### src/rtl/mips_muldiv_unit.sv
// Iterative MULT/MULTU/DIV/DIVU unit holding the HI/LO registers.
// Shift-add multiply and restoring divide on magnitudes, sign fix at the end.
module mips_muldiv_unit #(
  parameter int WIDTH = 32
) (
  input  logic             clk,
  input  logic             reset,
  input  logic             start,
  input  logic [5:0]       funct,
  input  logic [WIDTH-1:0] RD1,
  input  logic [WIDTH-1:0] RD2,
  input  logic             cancel,
  output logic             busy,
  output logic             done,
  output logic             dz,
  output logic [WIDTH-1:0] hi,
  output logic [WIDTH-1:0] lo
);
  localparam logic [5:0] F_MULT  = 6'h18;
  localparam logic [5:0] F_MULTU = 6'h19;
  localparam logic [5:0] F_DIV   = 6'h1A;
  localparam logic [5:0] F_DIVU  = 6'h1B;
  localparam logic [5:0] F_MTHI  = 6'h11;
  localparam logic [5:0] F_MTLO  = 6'h13;
  localparam int CW = $clog2(WIDTH + 1);

  typedef enum logic [1:0] {
    IDLE,
    CALC,
    FIX
  } state_t;

  state_t state, nstate;

  logic [CW-1:0]      cnt;
  logic [WIDTH-1:0]   opa, opb, rem;
  logic [2*WIDTH-1:0] acc;
  logic               op_div, op_sgn;
  logic               neg_a, neg_b, bzero;

  logic               is_mul, is_div, sgn, go;
  logic [WIDTH-1:0]   mag_a, mag_b;
  logic [WIDTH:0]     mul_sum, rem_sh, trial;
  logic [2*WIDTH-1:0] prod;
  logic [WIDTH-1:0]   quo, rmd;

  assign is_mul = (funct == F_MULT) || (funct == F_MULTU);
  assign is_div = (funct == F_DIV) || (funct == F_DIVU);
  assign sgn    = (funct == F_MULT) || (funct == F_DIV);
  assign go     = start && (state == IDLE) && (is_mul || is_div);
  assign mag_a  = (sgn && RD1[WIDTH-1]) ? -RD1 : RD1;
  assign mag_b  = (sgn && RD2[WIDTH-1]) ? -RD2 : RD2;
  assign busy   = (state != IDLE);

  always_comb begin
    mul_sum = {1'b0, acc[2*WIDTH-1:WIDTH]};
    if (acc[0]) mul_sum = mul_sum + {1'b0, opa};
    rem_sh = {rem, acc[WIDTH-1]};
    trial  = rem_sh - {1'b0, opb};
  end

  // Magnitude results back to two's complement; divide-by-zero
  // leaves the dividend as remainder and forces an all-ones quotient.
  always_comb begin
    prod = acc;
    quo  = acc[WIDTH-1:0];
    rmd  = rem;
    if (op_sgn && (neg_a ^ neg_b)) begin
      prod = -acc;
      quo  = -acc[WIDTH-1:0];
    end
    if (op_sgn && neg_a) rmd = -rem;
    if (bzero) quo = '1;
  end

  always_ff @(posedge clk or posedge reset) begin
    if (reset) state <= IDLE;
    else       state <= nstate;
  end

  always_comb begin
    nstate = state;
    unique case (state)
      IDLE: if (go) nstate = CALC;
      CALC: begin
        if (cancel)                       nstate = IDLE;
        else if (cnt == CW'(WIDTH - 1))   nstate = FIX;
      end
      FIX:     nstate = IDLE;
      default: nstate = IDLE;
    endcase
  end

  always_ff @(posedge clk or posedge reset) begin
    if (reset) begin
      hi     <= '0;
      lo     <= '0;
      done   <= 1'b0;
      dz     <= 1'b0;
      cnt    <= '0;
      acc    <= '0;
      rem    <= '0;
      opa    <= '0;
      opb    <= '0;
      op_div <= 1'b0;
      op_sgn <= 1'b0;
      neg_a  <= 1'b0;
      neg_b  <= 1'b0;
      bzero  <= 1'b0;
    end else begin
      done <= 1'b0;
      unique case (state)
        IDLE: begin
          if (go) begin
            opa    <= mag_a;
            opb    <= mag_b;
            op_div <= is_div;
            op_sgn <= sgn;
            neg_a  <= sgn && RD1[WIDTH-1];
            neg_b  <= sgn && RD2[WIDTH-1];
            bzero  <= is_div && (RD2 == '0);
            acc    <= {{WIDTH{1'b0}}, (is_div ? mag_a : mag_b)};
            rem    <= '0;
            cnt    <= '0;
            dz     <= 1'b0;
          end else if (start && (funct == F_MTHI)) begin
            hi <= RD1;
          end else if (start && (funct == F_MTLO)) begin
            lo <= RD1;
          end
        end
        CALC: begin
          cnt <= cnt + CW'(1);
          if (op_div) begin
            rem <= trial[WIDTH] ? rem_sh[WIDTH-1:0] : trial[WIDTH-1:0];
            acc[WIDTH-1:0] <= {acc[WIDTH-2:0], ~trial[WIDTH]};
          end else begin
            acc <= {mul_sum, acc[WIDTH-1:1]};
          end
        end
        FIX: begin
          if (!cancel) begin
            done <= 1'b1;
            if (op_div) begin
              hi <= rmd;
              lo <= quo;
              dz <= bzero;
            end else begin
              {hi, lo} <= prod;
            end
          end
        end
        default: ;
      endcase
    end
  end
endmodule

### config.mk
export PLATFORM = sky130hd
export DESIGN_NAME = mips_muldiv_unit
export DESIGN_NICKNAME = d
export VERILOG_FILES = /design/src/rtl/mips_muldiv_unit.sv
export SDC_FILE = /design/constraint.sdc
export NUM_CORES = 1
export LEC_CHECK = 0
export BUFFER_PORTS_ARGS = -buffer_cell sky130_fd_sc_hd__buf_4
export CAP_MARGIN = 15
export CORE_MARGIN = 2
export CORE_UTILIZATION = 55
export CTS_CLUSTER_SIZE = 14
export DETAILED_ROUTE_END_ITERATION = 10
export GPL_TIMING_DRIVEN = 0
export HOLD_SLACK_MARGIN = 0.15
export PLACE_DENSITY = 0.75
export SLEW_MARGIN = 10
export SYNTH_ARGS = -nofsm -noshare
export SYNTH_HDL_FRONTEND = slang
export SYNTH_SLANG_ARGS = --single-unit
### constraint.sdc
create_clock -name clk -period 6.8 [get_ports clk]
set_input_delay 0.68 -clock clk [delete_from_list [all_inputs] [get_ports clk]]
set_output_delay 0.68 -clock clk [all_outputs]
set_load 0.02 [all_outputs]
After elaboration in Yosys (flattened, before gate mapping)
Cells that the tools add are included.

word-level totals
  logic and storage cells = 110
  bits of input ports = 74
  flip-flop bits (word level) = 239

cells by class
  eq/ne operators = 19
  mux-type cells = 39
  reduce and logical (&&, ||, !) cells = 26
  bitwise gates (word level) = 2
  add/subtract/negate cells = 8

operator list
  cell                                                              count
  32-bit 2-to-1 mux                                                 20
  32-bit case mux with 2 select lines                               3
  64-bit 2-to-1 mux                                                 2
  32-bit negation                                                   4
  64-bit case mux with 2 select lines                               1
  64-bit negation                                                   1
  6-bit by 5-bit == test with 1-bit output (second input constant)  7
  32-bit by 32-bit adder with 33-bit output                         1
  33-bit 2-to-1 mux                                                 1
  33-bit by 32-bit subtractor with 33-bit output                    1
  32-bit logical NOT                                                1
  2-bit inequality test (second input constant)                     7
  6-bit case mux with 2 select lines                                1
  1-bit logical AND                                                 9
  4-bit AND reduction                                               2
  6-bit by 1-bit adder with 6-bit output (second input constant)    1
  2-bit 2-to-1 mux                                                  3
  6-bit 2-to-1 mux                                                  1
  2-bit AND reduction                                               3
  3-bit AND reduction                                               2
  2-bit nonzero test                                                3
  1-bit 2-to-1 mux                                                  5
  5-bit AND reduction                                               1
  1-bit logical OR                                                  4
  other kinds (9)                                                   10

Logic depth before layout (Yosys ltp)
  depth in word-level cells = 7
  gate-level depth with buffers = 15

Worst setup path before layout
OpenSTA, ideal clock, no wires.

  path type = register to register
  start = register acc[31]
  end = register rem[17]
  buffers on the path = 2
  slack = 3.637 ns
  required time = 6.671 ns
  stages on the path, launching flop included = 16
  arrival = 3.034 ns
  period minus slack after synthesis = 3.163 ns
  library setup time = 0.129 ns
  cell sequence = dfrtp_1 -> clkbuf_1 -> inv_1 -> ha_1 -> fa_1 -> nor2b_1 -> o31ai_1 -> a211oi_1 -> o211ai_1 -> nand4_1 -> a31oi_2 -> xnor2_4 -> clkbuf_1 -> nor2_1 -> a31oi_1 -> o21ai_0

on the way
  word-level cells in the longest chain between the ends = 4

ends and longest elaborated chain
  what                                            RTL line  source
  start, declared                                 37        logic [2*WIDTH-1:0] acc;
  start signal, assigned                          122       acc <= {{WIDTH{1'b0}}, (is_div ? mag_a : mag_b)};
  start signal, assigned by index                 136       acc[WIDTH-1:0] <= {acc[WIDTH-2:0], ~trial[WIDTH]};
  start signal, assigned                          138       acc <= {mul_sum, acc[WIDTH-1:1]};
  33-bit by 32-bit subtractor with 33-bit output  59        trial = rem_sh - {1'b0, opb};
  32-bit 2-to-1 mux                               135       rem <= trial[WIDTH] ? rem_sh[WIDTH-1:0] : trial[WIDTH-1:0];
  32-bit 2-to-1 mux                               134       if (op_div) begin
  32-bit case mux with 2 select lines             112       unique case (state)
  end signal, assigned                            135
  end, declared                                   36        logic [WIDTH-1:0] opa, opb, rem;

Every way passes these cells. The select of a mux whose other input is x is not followed.
A chain may end at the register's enable or synchronous reset.

Worst setup path after layout
  start = register acc[31]
  end = register rem[29]

The elaborated chain is that of the path after synthesis.

==> run metrics <==
top cell type by total area after synthesis=dfrtp_1; most used cell along the critical path=clkbuf_1; number of flops mapped to enable cells by yosys=0; post-synthesis sequential area ratio=between 30% and 40%; CP arrival=roughly 4.8 ns; die area=between 30000 and 40000 sq um; Final ANT Viol Nets=0; share of layout cells above drive strength 1=9.534%; DR WL/cell=25.97 um; row count=between 60 and 70; Max Clock Freq=230.4 MHz; worst hold slack=~0.16 ns; FILL cells=2799; Finish-stage setup viols=0; FFs w/ async S/R, synth=100.0%; TritonCTS buffer count=29; CP top delay family=compound AO/OA/AOI/OAI gates; GPL Wtd Cong=1.064; Critical Path Max Stage Delay=0.50 ns; TritonRoute pass-1 iters=7; TritonCTS clock tree=done; DIE WIDTH=between 150 and 200 um; total track usage=42.64%; switching share of total power=43.67%; Post-Synthesis Cells=between 2k and 2.5k; Via density=6.676; Tmin final=roughly 4.3 ns; Peak VDD IR=0.2492 mV; sequential power share=32.3%; Slew HR=15.36%; worst skew pair latency=around 0.58 ns; synth-to-layout area growth=15.04%; initial antenna violation count=1; Ports=approximately 140; Post-DP HPWL=57280 um; unique cell type count in the Yosys netlist=80; H-tree levels=1; clk buf depth=3; Layout Cells excl Fill=2784; largest net degree at the start of global routing=40; DRC Markers=0; internal power=about 4.0 mW; combinational group share of total power=~45%; P_leak=8.886 nW; total number of vias=18.59k; CORE AREA=31560 sq um; Root Driver=clkbuf_16; Worst Path Max Fanout=10; final slew viol count=0; CP bufs+invs=3; flops & latches, synth=~240; WL final=72310 um; largest cells by area after synthesis=dfrtp_1 34%, o21ai_0 7.5%, nand2_1 5.3%; Nets=between 2k and 3k; most common cell in the synthesized netlist=o21ai_0; PwrDens=350.9 nW/um^2; first-pass GRT wire length=between 100000 and 150000 um; syn_area_per_cell=8.076 sq um; Die Ht=183.0 um; Clock Skew=around 0.014 ns; I/O Buffers=140; DR iter-0 viols=2303; Initial Utilization=55.87%; Max-cap violations=0; YS warnings=0; post-CTS setup buffer count=0; clock-pin slew on the worst setup and hold paths=0.06 ns; vias in the first global route=17.47k; synth cell count leaders=264 x o21ai_0, 248 x nand2_1, 239 x dfrtp_1; HP Class=primary input to async pin; Crit Path Class=flip-flop to flip-flop; Hold Fails Final Rpt=0; Yosys top cell area share=between 30% and 40%; Startpoint Class=flip-flop; status=complete, no violations; Sink Count=239; cts hold-fix bufs=0; RSZ-0062 raised after global routing=false; critical path required time=between 7 and 8 ns; CP Cell Sequence=clkbuf_1, inv_1, ha_1, fa_1, nor2b_1, o31ai_1, a211oi_1, o211ai_1, nand4_1, a31oi_2, xnor2_4, clkbuf_1, nor2_1, a31oi_1, o21ai_0; setup TNS=0 ns; Mapped Area=approximately 18000 sq um; Post-CTS Resized=0; DP Cell Count=between 2k and 3k; crit end category=flip-flop; final clock period utilization by the worst path=63.82%; Least-Margin Pin Slew=1.260 ns; Clk network pwr share=approximately 23%; syn_nets=2328; P_sw=3.109 mW; Primary FF master, synth=dfrtp_1; global route overflow=0; crit path max-delay cell type=clkbuf_1
## layout make-up
type | instances | area [sq um] | share of cell area [%]
Buffer | 140 | 559.3 | 2.758
Clock buffer | 37 | 795.8 | 3.923
Timing Repair Buffer | 147 | 1191 | 5.873
Inverter | 73 | 277.8 | 1.370
Sequential cell | 239 | 5981 | 29.49
Multi-Input combinational cell | 1731 | 10820 | 53.33
Tap cell | 402 | 503.0 | 2.480
Antenna cell | 1 | 2.502 | 0.01234
Clock inverter | 14 | 155.1 | 0.7650
## kinds of logic after synthesis
logic type | Yosys count | synth area share [%]
multiplexers | 71 | 4.059
AO/OA/AOI/OAI | 713 | 24.17
AND/OR/NAND/NOR | 684 | 18.35
buffers and inverters | 213 | 4.726
XOR/XNOR | 192 | 9.644
flip-flops | 239 | 33.92
adder cells (fa/ha/maj) | 71 | 5.124
## registers in the layout, summed over array words and instances (netlist names), 2 cells and up
signal,count
hi,32
acc,64
opb,32
rem,32
state,2
opa,32
lo,32
cnt,6
## path summary, 6_finish.rpt
kind | slack, ns | depth (start not counted) | to | from
min in group clk | 0.28 | 2 | state[1]$_DFFE_PP0P_ | cancel
worst max-delay path | 2.46 | 15 | rem[29]$_DFFE_PP0P_ | acc[31]$_DFFE_PP0P_
worst min-delay path | 0.16 | 2 | acc[46]$_DFFE_PP0P_ | reset
max in group asynchronous | 5.58 | 5 | acc[8]$_DFFE_PP0P_ | reset
worst min register to register | 0.48 | 2 | lo[23]$_DFFE_PP0P_ | lo[23]$_DFFE_PP0P_
worst max register to register | 2.46 | 15 | rem[29]$_DFFE_PP0P_ | acc[31]$_DFFE_PP0P_
## through the flow
step | power [mW] | utilization [%] | worst slack, ns | area [sq um]
floorplan | 4.411 | - | 2.986 | 17630
global placement | 5.311 | 60.81 | 1.469 | 19190
detailed placement | 5.401 | 61.25 | 2.607 | 19330
CTS | 7.008 | 64.27 | 2.557 | 20280
global route | 7.509 | 64.27 | 2.254 | 20280
finish | 7.118 | 64.27 | 2.460 | 20280
## power by group through the flow
stage / logic [mW] / clock network (mW) / registers, mW
6_report: 3.22 / 1.60 / 2.30
2_1_floorplan: 2.25 / 0 / 2.16
4_1_cts: 3.14 / 1.60 / 2.27
3_5_place_dp: 3.11 / 0 / 2.29
5_1_grt: 3.53 / 1.65 / 2.33
3_3_place_gp: 3.04 / 0 / 2.27
## routing by layer
layer  share of wire [%]  global-route usage [%]  vias up
li1                    -                       -     8251
met1                  39                   55.90     8878
met2                  44                   65.50     1183
met3                  10                   8.261      273
met4                 7.1                   25.89        0
met5                   0                       0        -
## cells in the final DEF (no fill, tap or decap), drive strengths merged, types with 18 or more instances in the layout
master	instances
a211oi	51
a21o	22
a21oi	175
a31oi	41
and3	22
buf	167
clkbuf	157
dfrtp	239
ha	69
inv	72
mux2i	70
nand2	248
nand3	85
nor2	151
nor3	60
o21ai	265
o22ai	35
o31ai	21
o41ai	18
or3	24
xnor2	106
xor2	86
Note: power is estimated with default switching activity, not from simulation.
